## src/rtl/pong_pkg.sv

```systemverilog
// pong_pkg: VGA 640x480 timing constants, 12-bit coordinate types and rectangle hit test
package pong_pkg;
    localparam int COORD_W = 12;
    localparam int H_ACTIVE = 640;
    localparam int H_FP = 16;
    localparam int H_SYNC = 96;
    localparam int H_BP = 48;
    localparam int H_TOTAL = H_ACTIVE + H_FP + H_SYNC + H_BP;
    localparam int V_ACTIVE = 480;
    localparam int V_FP = 10;
    localparam int V_SYNC = 2;
    localparam int V_BP = 33;
    localparam int V_TOTAL = V_ACTIVE + V_FP + V_SYNC + V_BP;

    typedef logic [COORD_W-1:0] coord_t;

    typedef struct packed {
        coord_t x1;
        coord_t x2;
        coord_t y1;
        coord_t y2;
    } rect_t;

    function automatic logic rect_hit(input rect_t r, input logic [9:0] h, input logic [9:0] v);
        return (r.x1 <= coord_t'(h)) && (coord_t'(h) < r.x2) &&
               (r.y1 <= coord_t'(v)) && (coord_t'(v) < r.y2);
    endfunction
endpackage

```

## src/rtl/vga_timing.sv

```systemverilog
// vga_timing: pixel-rate divider, h/v counters and registered sync, enable, position and frame strobe
module vga_timing import pong_pkg::*; #(
    parameter int CLK_DIV = 4,
    parameter int HACT = H_ACTIVE,
    parameter int HFP = H_FP,
    parameter int HSYNC = H_SYNC,
    parameter int HBP = H_BP,
    parameter int VACT = V_ACTIVE,
    parameter int VFP = V_FP,
    parameter int VSYNC = V_SYNC,
    parameter int VBP = V_BP
) (
    input  logic       i_clk,
    input  logic       i_rst,
    output logic       o_stb,
    output logic       o_active,
    output logic       o_frame_end,
    output logic [9:0] o_h_cnt,
    output logic [9:0] o_v_cnt,
    output logic       o_ani_stb,
    output logic       o_hs,
    output logic       o_vs,
    output logic       o_de,
    output logic [9:0] o_h,
    output logic [9:0] o_v
);
    localparam int DW = CLK_DIV > 1 ? $clog2(CLK_DIV) : 1;
    localparam logic [DW-1:0] DIV_END = DW'(CLK_DIV - 1);
    localparam logic [9:0] H_END = 10'(HACT + HFP + HSYNC + HBP - 1);
    localparam logic [9:0] V_END = 10'(VACT + VFP + VSYNC + VBP - 1);
    localparam logic [9:0] HA = 10'(HACT);
    localparam logic [9:0] HS0 = 10'(HACT + HFP);
    localparam logic [9:0] HS1 = 10'(HACT + HFP + HSYNC);
    localparam logic [9:0] VA = 10'(VACT);
    localparam logic [9:0] VS0 = 10'(VACT + VFP);
    localparam logic [9:0] VS1 = 10'(VACT + VFP + VSYNC);

    logic [DW-1:0] div_q, div_d;
    logic [9:0] h_q, h_d, v_q, v_d, oh_q, oh_d, ov_q, ov_d;
    logic hs_q, hs_d, vs_q, vs_d, de_q, de_d, ani_q, ani_d;

    always_comb begin
        o_stb = div_q == DIV_END;
        o_active = (h_q < HA) && (v_q < VA);
        o_frame_end = (h_q == H_END) && (v_q == V_END);
        div_d = o_stb ? '0 : div_q + 1'b1;
        h_d = o_stb ? (h_q == H_END ? '0 : h_q + 1'b1) : h_q;
        v_d = (o_stb && h_q == H_END) ? (v_q == V_END ? '0 : v_q + 1'b1) : v_q;
        hs_d = o_stb ? !(h_q >= HS0 && h_q < HS1) : hs_q;
        vs_d = o_stb ? !(v_q >= VS0 && v_q < VS1) : vs_q;
        de_d = o_stb ? o_active : de_q;
        oh_d = o_stb ? h_q : oh_q;
        ov_d = o_stb ? v_q : ov_q;
        ani_d = o_stb && h_q == '0 && v_q == VA;
    end

    always_ff @(posedge i_clk or posedge i_rst) begin
        if (i_rst) begin
            div_q <= '0;
            h_q <= '0;
            v_q <= '0;
            hs_q <= 1'b1;
            vs_q <= 1'b1;
            de_q <= 1'b0;
            oh_q <= '0;
            ov_q <= '0;
            ani_q <= 1'b0;
        end else begin
            div_q <= div_d;
            h_q <= h_d;
            v_q <= v_d;
            hs_q <= hs_d;
            vs_q <= vs_d;
            de_q <= de_d;
            oh_q <= oh_d;
            ov_q <= ov_d;
            ani_q <= ani_d;
        end
    end

    assign o_h_cnt = h_q;
    assign o_v_cnt = v_q;
    assign o_hs = hs_q;
    assign o_vs = vs_q;
    assign o_de = de_q;
    assign o_h = oh_q;
    assign o_v = ov_q;
    assign o_ani_stb = ani_q;
endmodule

```

## src/rtl/ball_raster.sv

```systemverilog
// ball_raster: VGA raster drawing one filled rectangle latched once per frame during vertical blanking
module ball_raster import pong_pkg::*; #(
    parameter int CLK_DIV = 4,
    parameter logic [11:0] FG_RGB = 12'hFFF,
    parameter logic [11:0] BG_RGB = 12'h000,
    parameter int HACT = H_ACTIVE,
    parameter int HFP = H_FP,
    parameter int HSYNC = H_SYNC,
    parameter int HBP = H_BP,
    parameter int VACT = V_ACTIVE,
    parameter int VFP = V_FP,
    parameter int VSYNC = V_SYNC,
    parameter int VBP = V_BP
) (
    input  logic        i_clk,
    input  logic        i_rst,
    input  logic [11:0] i_x1,
    input  logic [11:0] i_x2,
    input  logic [11:0] i_y1,
    input  logic [11:0] i_y2,
    output logic        o_ani_stb,
    output logic        o_hs,
    output logic        o_vs,
    output logic        o_de,
    output logic [11:0] o_rgb,
    output logic [9:0]  o_h,
    output logic [9:0]  o_v
);
    logic stb, active, frame_end;
    logic [9:0] h_cnt, v_cnt;
    rect_t shadow_q, shadow_d;
    logic [11:0] rgb_q, rgb_d;

    vga_timing #(
        .CLK_DIV(CLK_DIV), .HACT(HACT), .HFP(HFP), .HSYNC(HSYNC), .HBP(HBP),
        .VACT(VACT), .VFP(VFP), .VSYNC(VSYNC), .VBP(VBP)
    ) u_timing (
        .i_clk(i_clk),
        .i_rst(i_rst),
        .o_stb(stb),
        .o_active(active),
        .o_frame_end(frame_end),
        .o_h_cnt(h_cnt),
        .o_v_cnt(v_cnt),
        .o_ani_stb(o_ani_stb),
        .o_hs(o_hs),
        .o_vs(o_vs),
        .o_de(o_de),
        .o_h(o_h),
        .o_v(o_v)
    );

    always_comb begin
        shadow_d = (stb && frame_end) ? {i_x1, i_x2, i_y1, i_y2} : shadow_q;
        rgb_d = stb ? (active ? (rect_hit(shadow_q, h_cnt, v_cnt) ? FG_RGB : BG_RGB) : 12'h000) : rgb_q;
    end

    always_ff @(posedge i_clk or posedge i_rst) begin
        if (i_rst) begin
            shadow_q <= '0;
            rgb_q <= '0;
        end else begin
            shadow_q <= shadow_d;
            rgb_q <= rgb_d;
        end
    end

    assign o_rgb = rgb_q;
endmodule
```

## config.mk

```make
export PLATFORM = sky130hd
export DESIGN_NAME = ball_raster
export DESIGN_NICKNAME = d
export VERILOG_FILES = /design/src/rtl/pong_pkg.sv /design/src/rtl/vga_timing.sv /design/src/rtl/ball_raster.sv
export SDC_FILE = /design/constraint.sdc
export NUM_CORES = 1
export LEC_CHECK = 0
export CORE_AREA = 3 3 105 107
export CTS_BUF_LIST = sky130_fd_sc_hd__clkbuf_16
export DETAILED_ROUTE_END_ITERATION = 10
export DIE_AREA = 0 0 108 110
export HOLD_SLACK_MARGIN = 0.12
export PLACE_DENSITY = 0.74
export SKIP_CTS_REPAIR_TIMING = 1
export SLEW_MARGIN = 10
export SYNTH_ARGS = -nofsm -noshare
export SYNTH_HDL_FRONTEND = slang
export SYNTH_SLANG_ARGS = --single-unit
```

## constraint.sdc

```tcl
create_clock -name i_clk -period 3.8 [get_ports i_clk]
set_clock_uncertainty 0.05 [all_clocks]
set_input_delay 0.57 -clock i_clk [delete_from_list [all_inputs] [get_ports i_clk]]
set_output_delay 0.57 -clock i_clk [all_outputs]
set_load 0.005 [all_outputs]
```

==> results by group <==
Run status
  – Outcome: finished, final reports clean

Clock tree
  – H-Tree Depth: 3
  – Clock root cell: clkbuf_16
  – Max clock buf depth: 2
  – Inserted Clock Buffers: 9
  – CTS clock-pin slew for the worst setup and hold paths: 0.07 ns
  – Clk sinks: 95
  – CTS tree: built
  – Clock latency on the worst-skew pair: 0.34 ns

Global routing
  – Met1 Resource Use GR: 24.2%
  – First-pass GRT wire length: 17.5 mm
  – Total grt overflow: 0
  – Met2 Usage GRT: 32.4%
  – Initial antenna violation count: 0
  – Total Routing Usage GR: 19.0%
  – Number of global-route vias before repair: 3580
  – Grt met3 use: 3.32%
  – GRT busiest layer: met2
  – Largest net degree at the start of global routing: 96

STA
  – RSZ-0062 raised after global routing: false
  – Period utilisation layout: 67.2%
  – Slew margin rel.: 61.1%
  – Minimum clock period: 2.55 ns
  – Max frequency: 392 MHz
  – Worst setup margin: 1.25 ns
  – Setup violations, final: 0
  – Slew Limit Fails: 0
  – Final hold vios: 0
  – Post-route setup TNS: 0 ns
  – Worst Max-Slew Pin Slew: 0.584 ns

Placement
  – Port buffer count: 85
  – Gpl congestion: 0.855
  – Pre-CTS setup slack: 1.27 ns
  – DPL Wire Length: 7.89 mm

Floorplan
  – Core area: 10200 um2
  – Die area: 11900 um2
  – I/O pins: 86
  – Starting density of the core: 47.5%
  – Die X: 108 um
  – Die Height: 110 um
  – Row count: 37

Worst setup path
  – CP top delay family: simple AND/OR/NAND/NOR gates
  – Crit-path cells: ha_1 > nand4_1 > nor3_4 > nand2_2 > nor2_4 > buf_12 > mux2_2
  – Worst path buffer plus inverter count: 1
  – CP peak stage delay: 0.44 ns
  – Worst Path Required: 3.98 ns
  – Critical-path top delay cell: dfrtp_1
  – Crit start category: register
  – CP Data Arrival Time: 2.73 ns
  – Crit Path Category: reg2reg
  – Critical Path End Type: register
  – Peak fanout along the critical path: 54

Final layout
  – Final nets: 608
  – Final Core Density: 59.3%
  – Layout cell share with drive strength beyond 1: 14.2%
  – P&R area growth vs syn: 24.6%
  – # diodes: 0

Synth
  – Most area-consuming cells after synthesis: dfrtp_1 48%, ha_1 11%, mux2_2 10%
  – Sequential area share after synthesis: 48.9%
  – Top cell type's share of synthesized area: 47.8%
  – Ys flop type: dfrtp_1
  – Warnings, synthesis: 0
  – Synth Instances: 442
  – Synth Net Count: 535
  – Post-synth EDFFs: 0
  – Top-count cell post-synth: dfrtp_1
  – Yosys top cell by area: dfrtp_1
  – Number of synthesized register bits: 95
  – Ys async rst share: 100%
  – Cell area after synthesis: 4860 um2
  – Post-synth top cells: 93 x dfrtp_1, 43 x ha_1, 43 x inv_1, 43 x mux2_2, 35 x nand2_1
  – Synth unique cells: 45
  – Mapped Avg Cell Area: 11.0 um2

Pwr
  – Leak: 2.86 nW
  – Peak supply drop: 255 uV
  – Power per cell area: 328 nW/um2

Route
  – Initial drt markers: 227
  – Post-route DRC violation count: 0
  – ANT nets after route: 0
  – Routed length per placed instance: 16.4 um
  – Via count: 3499
  – 1st-pass router iterations: 4
  – DR vias/cell: 5.33
  – Routed WL: 10.7 mm

Job
  – Max Cap Viol: 0

Worst hold path
  – Worst min path class: reg2reg
==> flip-flops by register name, summed over array words and instances (netlist names) <==
signal              cells
shadow_q               48
u_timing.o_h           10
u_timing.o_h_cnt       10
u_timing.o_v           10
u_timing.o_v_cnt       10
u_timing.div_q          2
o_rgb                   1
u_timing.o_ani_stb      1
u_timing.o_de           1
u_timing.o_hs           1
u_timing.o_vs           1
==> worst reg2reg max path, cell delays in order (launching register included) <==
cell	delay, ns
dfrtp_1	0.44
ha_1	0.25
nand4_1	0.25
nor3_4	0.24
nand2_2	0.14
nor2_4	0.37
buf_12	0.29
mux2_2	0.41
==> routing by layer <==
layer / share of wire [%] / vias to the layer above
li1: - / 1670
met1: 41 / 1702
met2: 50 / 112
met3: 6.6 / 15
met4: 1.8 / 0
met5: 0 / -
==> cell type report <==
class	instances	area, um2
Clock buffer	9	225
Clock inverter	7	72.6
Fill cell	861	4170
Inverter	43	163
Multi-Input combinational cell	278	2150
Sequential cell	95	2380
Tap cell	136	170
Timing Repair Buffer	88	898
==> layout by cell type (no fill, tap or decap), types with 2 or more instances in the layout <==
master           netlist  final
clkbuf_16              0      9
a2111oi_0              4      4
xnor2_1               12     12
nor3_1                11     11
nand2_1               35     35
ha_1                  43     43
dfrtp_1               93     93
buf_12                 0      2
o21ai_0               33     33
nand4_1               13     13
nand3_1               12     12
nor4_1                 5      5
clkdlybuf4s50_1        0     85
dfstp_2                2      2
clkinv_2               0      3
inv_1                 43     42
nand2b_1               2      2
a21o_1                 4      4
mux2_2                43     43
clkinvlp_4             0      2
nor2_1                16     16
o31a_1                 2      2
mux2_1                 5      5
nand3b_1               2      2
a21oi_1               15     15
nor4_4                 2      2
==> cell families (layout without fill, tap and decap cells) <==
kind of cell	count (synthesis)	count (layout)	share of synthesized area, %
xor+xnor	12	12	2.16
compound gates	67	67	8.05
fa+ha+maj	43	43	11.1
simple gates	108	108	11.9
mux	48	48	11.1
buf+inv	69	147	6.82
flops	95	95	48.9
==> metrics by stage <==
stage	instances	hold WS, ns	cell area (um2)	total power, mW
global route	656	0.416	6060	2.05
CTS	656	0.393	6060	2.00
global placement	640	0.366	5760	1.10
floorplan	442	0.353	4860	1.05
finish	656	0.396	6060	1.99
detailed placement	640	0.377	5760	1.11
==> power breakdown <==
group	total (mW)	switching [mW]	internal (mW)
sequential	1.01	0	1.01
combinational	0.0731	0.0267	0.0463
clock	0.902	0.391	0.511
==> final timing paths <==
path | slack, ns | to | from | cells after the start
max in group asynchronous | 2.70 | u_timing.o_vs$_DFFE_PP1P_ | i_rst | 3
max | 1.25 | shadow_q[41]$_DFFE_PP0P_ | u_timing.o_h_cnt[0]$_DFFE_PP0P_ | 7
min reg2reg | 0.40 | u_timing.div_q[0]$_DFF_PP0_ | u_timing.div_q[0]$_DFF_PP0_ | 1
min | 0.40 | u_timing.div_q[0]$_DFF_PP0_ | u_timing.div_q[0]$_DFF_PP0_ | 1
min in group asynchronous | 0.60 | shadow_q[46]$_DFFE_PP0P_ | i_rst | 3
max reg2reg | 1.25 | shadow_q[41]$_DFFE_PP0P_ | u_timing.o_h_cnt[0]$_DFFE_PP0P_ | 7
Note: power is estimated with default switching activity, not from simulation.
